===== src/rtl/fc_layer_sequencer_if.sv =====
// Buffer-read and result-stream bundle for fc_layer_sequencer.
// master: the sequencer (drives strobes, addresses and results).
// slave : the buffers and result consumer.
interface fc_layer_sequencer_if #(
    parameter int INPUT_SIZE  = 512,
    parameter int OUTPUT_SIZE = 3,
    parameter int DATA_WIDTH  = 8,
    parameter int ACC_WIDTH   = 32
);
    localparam int AW  = $clog2(INPUT_SIZE);
    localparam int WAW = $clog2(INPUT_SIZE * OUTPUT_SIZE);
    localparam int NW  = (OUTPUT_SIZE > 1) ? $clog2(OUTPUT_SIZE) : 1;

    logic                         act_rd;
    logic [AW-1:0]                act_addr;
    logic signed [DATA_WIDTH-1:0] act_data;

    logic                         wgt_rd;
    logic [WAW-1:0]               wgt_addr;
    logic signed [DATA_WIDTH-1:0] wgt_data;

    logic                         bias_rd;
    logic [NW-1:0]                bias_addr;
    logic signed [ACC_WIDTH-1:0]  bias_data;

    logic                         out_valid;
    logic [NW-1:0]                out_idx;
    logic signed [DATA_WIDTH-1:0] out_data;

    modport master (
        output act_rd, act_addr, input act_data,
        output wgt_rd, wgt_addr, input wgt_data,
        output bias_rd, bias_addr, input bias_data,
        output out_valid, out_idx, out_data
    );

    modport slave (
        input act_rd, act_addr, output act_data,
        input wgt_rd, wgt_addr, output wgt_data,
        input bias_rd, bias_addr, output bias_data,
        input out_valid, out_idx, out_data
    );
endinterface


===== src/rtl/fc_layer_sequencer.sv =====
// Time-multiplexed fully connected layer controller.
// Per neuron: fetch bias, stream INPUT_SIZE activation/weight pairs through one
// MAC, drain the last product, then emit one saturated result.
module fc_layer_sequencer #(
    parameter int INPUT_SIZE  = 512,
    parameter int OUTPUT_SIZE = 3,
    parameter int DATA_WIDTH  = 8,
    parameter int ACC_WIDTH   = 32,
    parameter int RELU_EN     = 1
) (
    input  logic                clk,
    input  logic                rstn,
    input  logic                start,
    input  logic                abort,
    output logic                busy,
    output logic                done,
    fc_layer_sequencer_if.master bus
);
    localparam int AW  = $clog2(INPUT_SIZE);
    localparam int WAW = $clog2(INPUT_SIZE * OUTPUT_SIZE);
    localparam int NW  = (OUTPUT_SIZE > 1) ? $clog2(OUTPUT_SIZE) : 1;
    localparam int PW  = 2 * DATA_WIDTH;

    localparam logic [AW-1:0] J_LAST = AW'(INPUT_SIZE - 1);
    localparam logic [NW-1:0] N_LAST = NW'(OUTPUT_SIZE - 1);
    localparam logic signed [ACC_WIDTH-1:0] SAT_MAX = ACC_WIDTH'((2 ** (DATA_WIDTH - 1)) - 1);
    localparam logic signed [ACC_WIDTH-1:0] SAT_MIN = -SAT_MAX - 1;

    typedef enum logic [2:0] {
        S_IDLE,
        S_BIAS,
        S_MAC,
        S_DRAIN,
        S_WRITE,
        S_DONE
    } state_e;

    state_e                       state_q, state_d;
    logic [NW-1:0]                n_q, n_d;
    logic [AW-1:0]                j_q, j_d;
    logic signed [ACC_WIDTH-1:0]  acc_q, acc_d;
    logic                         busy_q, busy_d;
    logic                         done_q, done_d;
    logic                         act_rd_q, act_rd_d;
    logic                         wgt_rd_q, wgt_rd_d;
    logic                         bias_rd_q, bias_rd_d;
    logic [AW-1:0]                act_addr_q, act_addr_d;
    logic [WAW-1:0]               wgt_addr_q, wgt_addr_d;
    logic [NW-1:0]                bias_addr_q, bias_addr_d;
    logic                         out_valid_q, out_valid_d;
    logic [NW-1:0]                out_idx_q, out_idx_d;
    logic signed [DATA_WIDTH-1:0] out_data_q, out_data_d;

    logic signed [PW-1:0]         prod;
    logic signed [ACC_WIDTH-1:0]  prod_ext;

    // Clamp the accumulator into the output range, optionally zeroing negatives.
    function automatic logic signed [DATA_WIDTH-1:0] sat(input logic signed [ACC_WIDTH-1:0] a);
        if (RELU_EN != 0 && a < 0) begin
            return '0;
        end else if (a > SAT_MAX) begin
            return DATA_WIDTH'(SAT_MAX);
        end else if (a < SAT_MIN) begin
            return DATA_WIDTH'(SAT_MIN);
        end
        return a[DATA_WIDTH-1:0];
    endfunction

    // Signed product of the pair read last cycle, sign-extended to accumulator width.
    always_comb begin
        prod     = PW'(bus.act_data) * PW'(bus.wgt_data);
        prod_ext = ACC_WIDTH'(prod);
    end

    // Next-state, counters, accumulator and registered-output values.
    always_comb begin
        state_d     = state_q;
        n_d         = n_q;
        j_d         = j_q;
        acc_d       = acc_q;
        act_rd_d    = 1'b0;
        wgt_rd_d    = 1'b0;
        bias_rd_d   = 1'b0;
        act_addr_d  = act_addr_q;
        wgt_addr_d  = wgt_addr_q;
        bias_addr_d = bias_addr_q;
        out_valid_d = 1'b0;
        out_idx_d   = out_idx_q;
        out_data_d  = out_data_q;
        done_d      = 1'b0;

        unique case (state_q)
            S_IDLE: begin
                if (start && !abort) begin
                    state_d     = S_BIAS;
                    n_d         = '0;
                    j_d         = '0;
                    bias_rd_d   = 1'b1;
                    bias_addr_d = '0;
                end
            end
            S_BIAS: begin
                state_d    = S_MAC;
                j_d        = '0;
                act_rd_d   = 1'b1;
                wgt_rd_d   = 1'b1;
                act_addr_d = '0;
                wgt_addr_d = WAW'(int'(n_q) * INPUT_SIZE);
            end
            S_MAC: begin
                // j_q is the index issued this cycle; data returning now belongs to
                // j_q-1, or is the bias when j_q is 0.
                acc_d = (j_q == '0) ? bus.bias_data : acc_q + prod_ext;
                if (j_q == J_LAST) begin
                    state_d = S_DRAIN;
                end else begin
                    j_d        = j_q + 1'b1;
                    act_rd_d   = 1'b1;
                    wgt_rd_d   = 1'b1;
                    act_addr_d = j_q + 1'b1;
                    wgt_addr_d = wgt_addr_q + 1'b1;
                end
            end
            S_DRAIN: begin
                acc_d   = acc_q + prod_ext;
                state_d = S_WRITE;
            end
            S_WRITE: begin
                out_valid_d = 1'b1;
                out_idx_d   = n_q;
                out_data_d  = sat(acc_q);
                if (n_q == N_LAST) begin
                    state_d = S_DONE;
                end else begin
                    n_d         = n_q + 1'b1;
                    state_d     = S_BIAS;
                    bias_rd_d   = 1'b1;
                    bias_addr_d = n_q + 1'b1;
                end
            end
            S_DONE: begin
                done_d  = 1'b1;
                state_d = S_IDLE;
            end
            default: begin
                state_d = S_IDLE;
            end
        endcase

        // Abort overrides every state-specific action, including WRITE and DONE pulses.
        if (abort && state_q != S_IDLE) begin
            state_d     = S_IDLE;
            n_d         = '0;
            j_d         = '0;
            act_rd_d    = 1'b0;
            wgt_rd_d    = 1'b0;
            bias_rd_d   = 1'b0;
            out_valid_d = 1'b0;
            out_idx_d   = out_idx_q;
            out_data_d  = out_data_q;
            done_d      = 1'b0;
        end

        busy_d = (state_d != S_IDLE);
    end

    // State and output registers with asynchronous clear.
    always_ff @(posedge clk or negedge rstn) begin
        if (!rstn) begin
            state_q     <= S_IDLE;
            n_q         <= '0;
            j_q         <= '0;
            acc_q       <= '0;
            busy_q      <= 1'b0;
            done_q      <= 1'b0;
            act_rd_q    <= 1'b0;
            wgt_rd_q    <= 1'b0;
            bias_rd_q   <= 1'b0;
            act_addr_q  <= '0;
            wgt_addr_q  <= '0;
            bias_addr_q <= '0;
            out_valid_q <= 1'b0;
            out_idx_q   <= '0;
            out_data_q  <= '0;
        end else begin
            state_q     <= state_d;
            n_q         <= n_d;
            j_q         <= j_d;
            acc_q       <= acc_d;
            busy_q      <= busy_d;
            done_q      <= done_d;
            act_rd_q    <= act_rd_d;
            wgt_rd_q    <= wgt_rd_d;
            bias_rd_q   <= bias_rd_d;
            act_addr_q  <= act_addr_d;
            wgt_addr_q  <= wgt_addr_d;
            bias_addr_q <= bias_addr_d;
            out_valid_q <= out_valid_d;
            out_idx_q   <= out_idx_d;
            out_data_q  <= out_data_d;
        end
    end

    assign busy          = busy_q;
    assign done          = done_q;
    assign bus.act_rd    = act_rd_q;
    assign bus.act_addr  = act_addr_q;
    assign bus.wgt_rd    = wgt_rd_q;
    assign bus.wgt_addr  = wgt_addr_q;
    assign bus.bias_rd   = bias_rd_q;
    assign bus.bias_addr = bias_addr_q;
    assign bus.out_valid = out_valid_q;
    assign bus.out_idx   = out_idx_q;
    assign bus.out_data  = out_data_q;
endmodule


===== src/flat_wrapper.sv =====
// flat-port wrapper written by rule: the top's interface ports become plain ports
module fc_layer_sequencer_flat 
#(
    parameter int INPUT_SIZE  = 512,
    parameter int OUTPUT_SIZE = 3,
    parameter int DATA_WIDTH  = 8,
    parameter int ACC_WIDTH   = 32,
    parameter int RELU_EN     = 1
)
  (clk, rstn, start, abort, busy, done, bus_act_rd, bus_act_addr, bus_act_data, bus_wgt_rd, bus_wgt_addr, bus_wgt_data, bus_bias_rd, bus_bias_addr, bus_bias_data, bus_out_valid, bus_out_idx, bus_out_data);
  fc_layer_sequencer_if #(.INPUT_SIZE(INPUT_SIZE), .OUTPUT_SIZE(OUTPUT_SIZE), .DATA_WIDTH(DATA_WIDTH), .ACC_WIDTH(ACC_WIDTH)) bus_i ();
  input  logic clk;
  input  logic rstn;
  input  logic start;
  input  logic abort;
  output logic busy;
  output logic done;
  output wire logic [$bits(bus_i.act_rd)-1:0] bus_act_rd;
  output wire logic [$bits(bus_i.act_addr)-1:0] bus_act_addr;
  input wire logic [$bits(bus_i.act_data)-1:0] bus_act_data;
  output wire logic [$bits(bus_i.wgt_rd)-1:0] bus_wgt_rd;
  output wire logic [$bits(bus_i.wgt_addr)-1:0] bus_wgt_addr;
  input wire logic [$bits(bus_i.wgt_data)-1:0] bus_wgt_data;
  output wire logic [$bits(bus_i.bias_rd)-1:0] bus_bias_rd;
  output wire logic [$bits(bus_i.bias_addr)-1:0] bus_bias_addr;
  input wire logic [$bits(bus_i.bias_data)-1:0] bus_bias_data;
  output wire logic [$bits(bus_i.out_valid)-1:0] bus_out_valid;
  output wire logic [$bits(bus_i.out_idx)-1:0] bus_out_idx;
  output wire logic [$bits(bus_i.out_data)-1:0] bus_out_data;
  assign bus_act_rd = bus_i.act_rd;
  assign bus_act_addr = bus_i.act_addr;
  assign bus_i.act_data = bus_act_data;
  assign bus_wgt_rd = bus_i.wgt_rd;
  assign bus_wgt_addr = bus_i.wgt_addr;
  assign bus_i.wgt_data = bus_wgt_data;
  assign bus_bias_rd = bus_i.bias_rd;
  assign bus_bias_addr = bus_i.bias_addr;
  assign bus_i.bias_data = bus_bias_data;
  assign bus_out_valid = bus_i.out_valid;
  assign bus_out_idx = bus_i.out_idx;
  assign bus_out_data = bus_i.out_data;
  fc_layer_sequencer #(.INPUT_SIZE(INPUT_SIZE), .OUTPUT_SIZE(OUTPUT_SIZE), .DATA_WIDTH(DATA_WIDTH), .ACC_WIDTH(ACC_WIDTH), .RELU_EN(RELU_EN)) u_core (.clk(clk), .rstn(rstn), .start(start), .abort(abort), .busy(busy), .done(done), .bus(bus_i));
endmodule

===== config.mk =====
export PLATFORM = sky130hd
export DESIGN_NAME = fc_layer_sequencer_flat
export DESIGN_NICKNAME = d
export VERILOG_FILES = /design/src/rtl/fc_layer_sequencer_if.sv /design/src/rtl/fc_layer_sequencer.sv /design/src/flat_wrapper.sv
export SDC_FILE = /design/constraint.sdc
export NUM_CORES = 1
export LEC_CHECK = 0
export ABC_AREA = 1
export CORE_MARGIN = 3
export CORE_UTILIZATION = 35
export CTS_CLUSTER_DIAMETER = 120
export DETAILED_ROUTE_END_ITERATION = 8
export GPL_TIMING_DRIVEN = 0
export SYNTH_ARGS = -nofsm -noshare
export SYNTH_HDL_FRONTEND = slang
export SYNTH_SLANG_ARGS = --single-unit
export TNS_END_PERCENT = 100

===== constraint.sdc =====
create_clock -name clk -period 4.2 [get_ports clk]
set_input_delay 1.26 -clock clk [delete_from_list [all_inputs] [get_ports clk]]
set_output_delay 1.26 -clock clk [all_outputs]
set_load 0.05 [all_outputs]

==> flow_summary.toml <==
[synthesis]
synth-edff-count = 0
synth_common_cells = "338 x nand2_1, 246 x inv_1, 136 x fa_1"
ys_ff_latch = 83
synthTopCellsByArea = "fa_1 27%, dfrtp_1 21%, nand2_1 13%, ha_1 9.4%, inv_1 9.2%"
yosys.cell_types.count = 42
avgSynthCellArea_um2 = 7.78
synth_area_leader_cell = "fa_1"
synthCells = 1287
ys_warn_count = 0
synthesis.nets = 1550
synth_top_area_share_pct = 27.2
post-synth-top-count-cell = "nand2_1"
yosysSeqAreaShare_pct = 20.7
syn_area_mm2 = 0.0100
synthArstFlopShare_pct = 100
synth-main-ff-cell = "dfrtp_1"

[floorplanning]
die_h_um = 175
row_count = 61
initial_core_util_pct = 35.8
core_area_mm2 = 0.0280
dieArea_mm2 = 0.0307
ioPinCount = 90
die_w_um = 175

[setup_path]
required_ps = 4450
crit_chain = "clkbuf_16, nand2_4, inv_2, fa_4, inv_6, fa_2, clkinvlp_4, buf_12, buf_8, fa_2, fa_2, ha_4, ha_4, nand2_4, nor2_4, nand2_2, nor3_2, nand2_1, nand4_1, nand3_2, nand2_1, nand2_1"
critPathLaunch = "bus_act_data[7]"
worst_path_largest_cell_delay_ps = 860
worstSetupPathType = "input port to flop"
r2r-start = "u_core.acc_q[13]"
critPathMaxFanout = 7
endpoint_kind = "flop"
reg2reg_to = "u_core.acc_q[28]"
cp_slowest_cell = "fa_4"
setup.worst_path.end = "u_core.acc_q[29]"
cp-start-kind = "input port"
rrSetupSlack_ps = -170
crit_arrival_ps = 5880
reg2reg_depth = 18

[drt]
drt-total-wl_um = 29800
routed_via_density = 4.84
firstDrtPassIters = 5
drtIter0Drc = 567
drtAntennaViolNets = 0
vias = 8768
wl_per_cell_um = 16.5
drcViolationCount = 0

[clock_network]
htreeDepth = 3
cts_hold_repair.buffers = 0
ctsRootBufferMaster = "clkbuf_16"
clk_latency_ps = 360
cts_tree = "built"
clock_path_buffers = 2
cts_inserted_buffers = 9
clkTransAtPathRegs_ps = 70
cts_sinks = 83

[global_routing]
grt_max_degree = 45
grt_use_total_pct = 20.2
grt_pass1_vias = 9129
gr-total-overflow = 0
antenna_found_initial = 0
grt_pass1_wl_um = 48700

[timing]
finalCriticalPeriod_ps = 5630
layout_setup_ws_ps = -1430
setup_viol = 27
finalHoldViolCount = 0
fin_skew_ps = 5.26
fin_crit_sh_pct = 134
fmax_ghz = 0.178
drv_slew = 0
hold_ws_ps = 464
rsz0062_at_grt = "yes"
maxSlewHeadroom_pct = 43.0
worst_pin_slew_ps = 847

[placed_design]
gp_congestion = 0.930
post-dp-hpwl_um = 23300
dp.cells = 1740
io_buffers = 74

[run_status]
status = "complete, but fails checks"
violations = "negative setup slack"

[final_layout]
fillers = 2647
final_nets = 1691
fin_cells = 1811
drive_above_1_share_pct = 25.7
synthToLayoutAreaGrowth_pct = 38.3
antennaDiodeCount = 0

[job]
drv_cap = 0

[min_path]
min_path_type = "flop to flop"
## metal layers
layer	global-route usage [%]	part of all wire, %
met1	27.4	45
met5	0	0
met4	4.89	2.0
met2	33.4	48
met3	3.78	5.4
## placed cells by master, fill, tap and decap left out, types with 4 or more instances in the layout
| master | instances |
|---|---|
| dfrtp_1 | 83 |
| buf_12 | 7 |
| nor2_2 | 16 |
| o21ai_0 | 45 |
| a21oi_2 | 9 |
| a21oi_4 | 9 |
| nand2_2 | 48 |
| clkinvlp_4 | 8 |
| inv_2 | 24 |
| a21oi_1 | 31 |
| clkdlybuf4s50_1 | 72 |
| ha_4 | 50 |
| o21ai_1 | 13 |
| nand2_4 | 23 |
| nand4_1 | 15 |
| o21bai_1 | 4 |
| nor2_4 | 19 |
| clkinv_4 | 4 |
| nor3_2 | 5 |
| nand3_4 | 5 |
| nor2_1 | 78 |
| nor3_1 | 5 |
| o22ai_1 | 5 |
| nor4_1 | 7 |
| buf_6 | 7 |
| ha_1 | 25 |
| inv_1 | 217 |
| clkbuf_16 | 15 |
| nand3_1 | 37 |
| fa_1 | 125 |
| nand3_2 | 21 |
| a22oi_1 | 4 |
| clkbuf_1 | 5 |
| buf_4 | 42 |
| buf_2 | 10 |
| nand2_1 | 269 |
| xor2_2 | 4 |
| fa_2 | 10 |
| xor2_1 | 6 |
## logic make-up (layout without fill, tap and decap cells)
family / after synthesis / after routing / synth area share (%)
flops: 83 / 83 / 20.7
simple gates: 559 / 559 / 22.9
compound gates: 134 / 134 / 7.44
mux: 2 / 2 / 0.212
xor+xnor: 13 / 13 / 1.14
buf+inv: 285 / 431 / 11.1
fa+ha+maj: 211 / 211 / 36.5
## final cells by class
| cell class | instances | area, um^2 | area share (%) |
|---|---|---|---|
| sequential | 83 | 2080 | 15.0 |
| timing repair inverter | 2 | 15.0 | 0.108 |
| clock buffer | 9 | 225 | 1.63 |
| tap | 378 | 473 | 3.41 |
| buffer | 34 | 348 | 2.51 |
| inverter | 251 | 978 | 7.06 |
| timing repair buffer | 128 | 1280 | 9.21 |
| multi-input combinational | 919 | 8370 | 60.5 |
| clock inverter | 7 | 83.8 | 0.605 |
## critical path: cells and delay by family
family / cells / cell delay (ps)
and+or+nand+nor: 10 / 940
adders and majority gates: 6 / 3020
buffers and inverters: 6 / 650
## state kept, by name, indices dropped and copies added, names as in the netlist
register,cells
u_core.bus.out_idx,2
u_core.bus.wgt_addr,11
u_core.bus.act_rd,1
u_core.j_q,9
u_core.bus.bias_rd,1
u_core.n_q,2
u_core.bus.bias_addr,2
u_core.busy,1
u_core.acc_q,32
u_core.bus.out_data,8
u_core.bus.act_addr,9
u_core.done,1
u_core.bus.out_valid,1
u_core.state_q,3
## through the flow
stage | setup TNS, ps | util [%] | setup slack (ps) | cell area [um^2]
after floorplan | -35420 | - | -1540 | 10900
after CTS | -29540 | 48.2 | -1420 | 13500
final | -30260 | 49.4 | -1430 | 13800
after global placement | -166480 | 43.1 | -2540 | 12100
after global routing | -34290 | 49.4 | -1630 | 13800
after detailed placement | -54650 | 43.2 | -2600 | 12100
## worst min path at each step
| stage | from | endpoint | cells past startpoint |
|---|---|---|---|
| global placement | u_core.bus.out_data[7] | u_core.bus.out_data[7] | 2 |
| CTS | u_core.bus.out_data[7] | u_core.bus.out_data[7] | 2 |
| floorplan | u_core.state_q[1] | u_core.done | 1 |
| detailed placement | u_core.bus.out_data[7] | u_core.bus.out_data[7] | 2 |
| finish | u_core.bus.out_data[7] | u_core.bus.out_data[7] | 2 |
| global route | u_core.bus.act_addr[1] | u_core.bus.act_addr[1] | 2 |
## timing repair
| action | in CTS | in global routing |
|---|---|---|
| resized for setup | 192 | 65 |
| setup buffers | 40 | 13 |
| pin swaps | 105 | 72 |
| gates cloned | 2 | 0 |
| setup endpoints to repair | 27 | 27 |
Power is not shown: default switching activity piles up to over one toggle a cycle in this logic, so the estimate is an artifact.
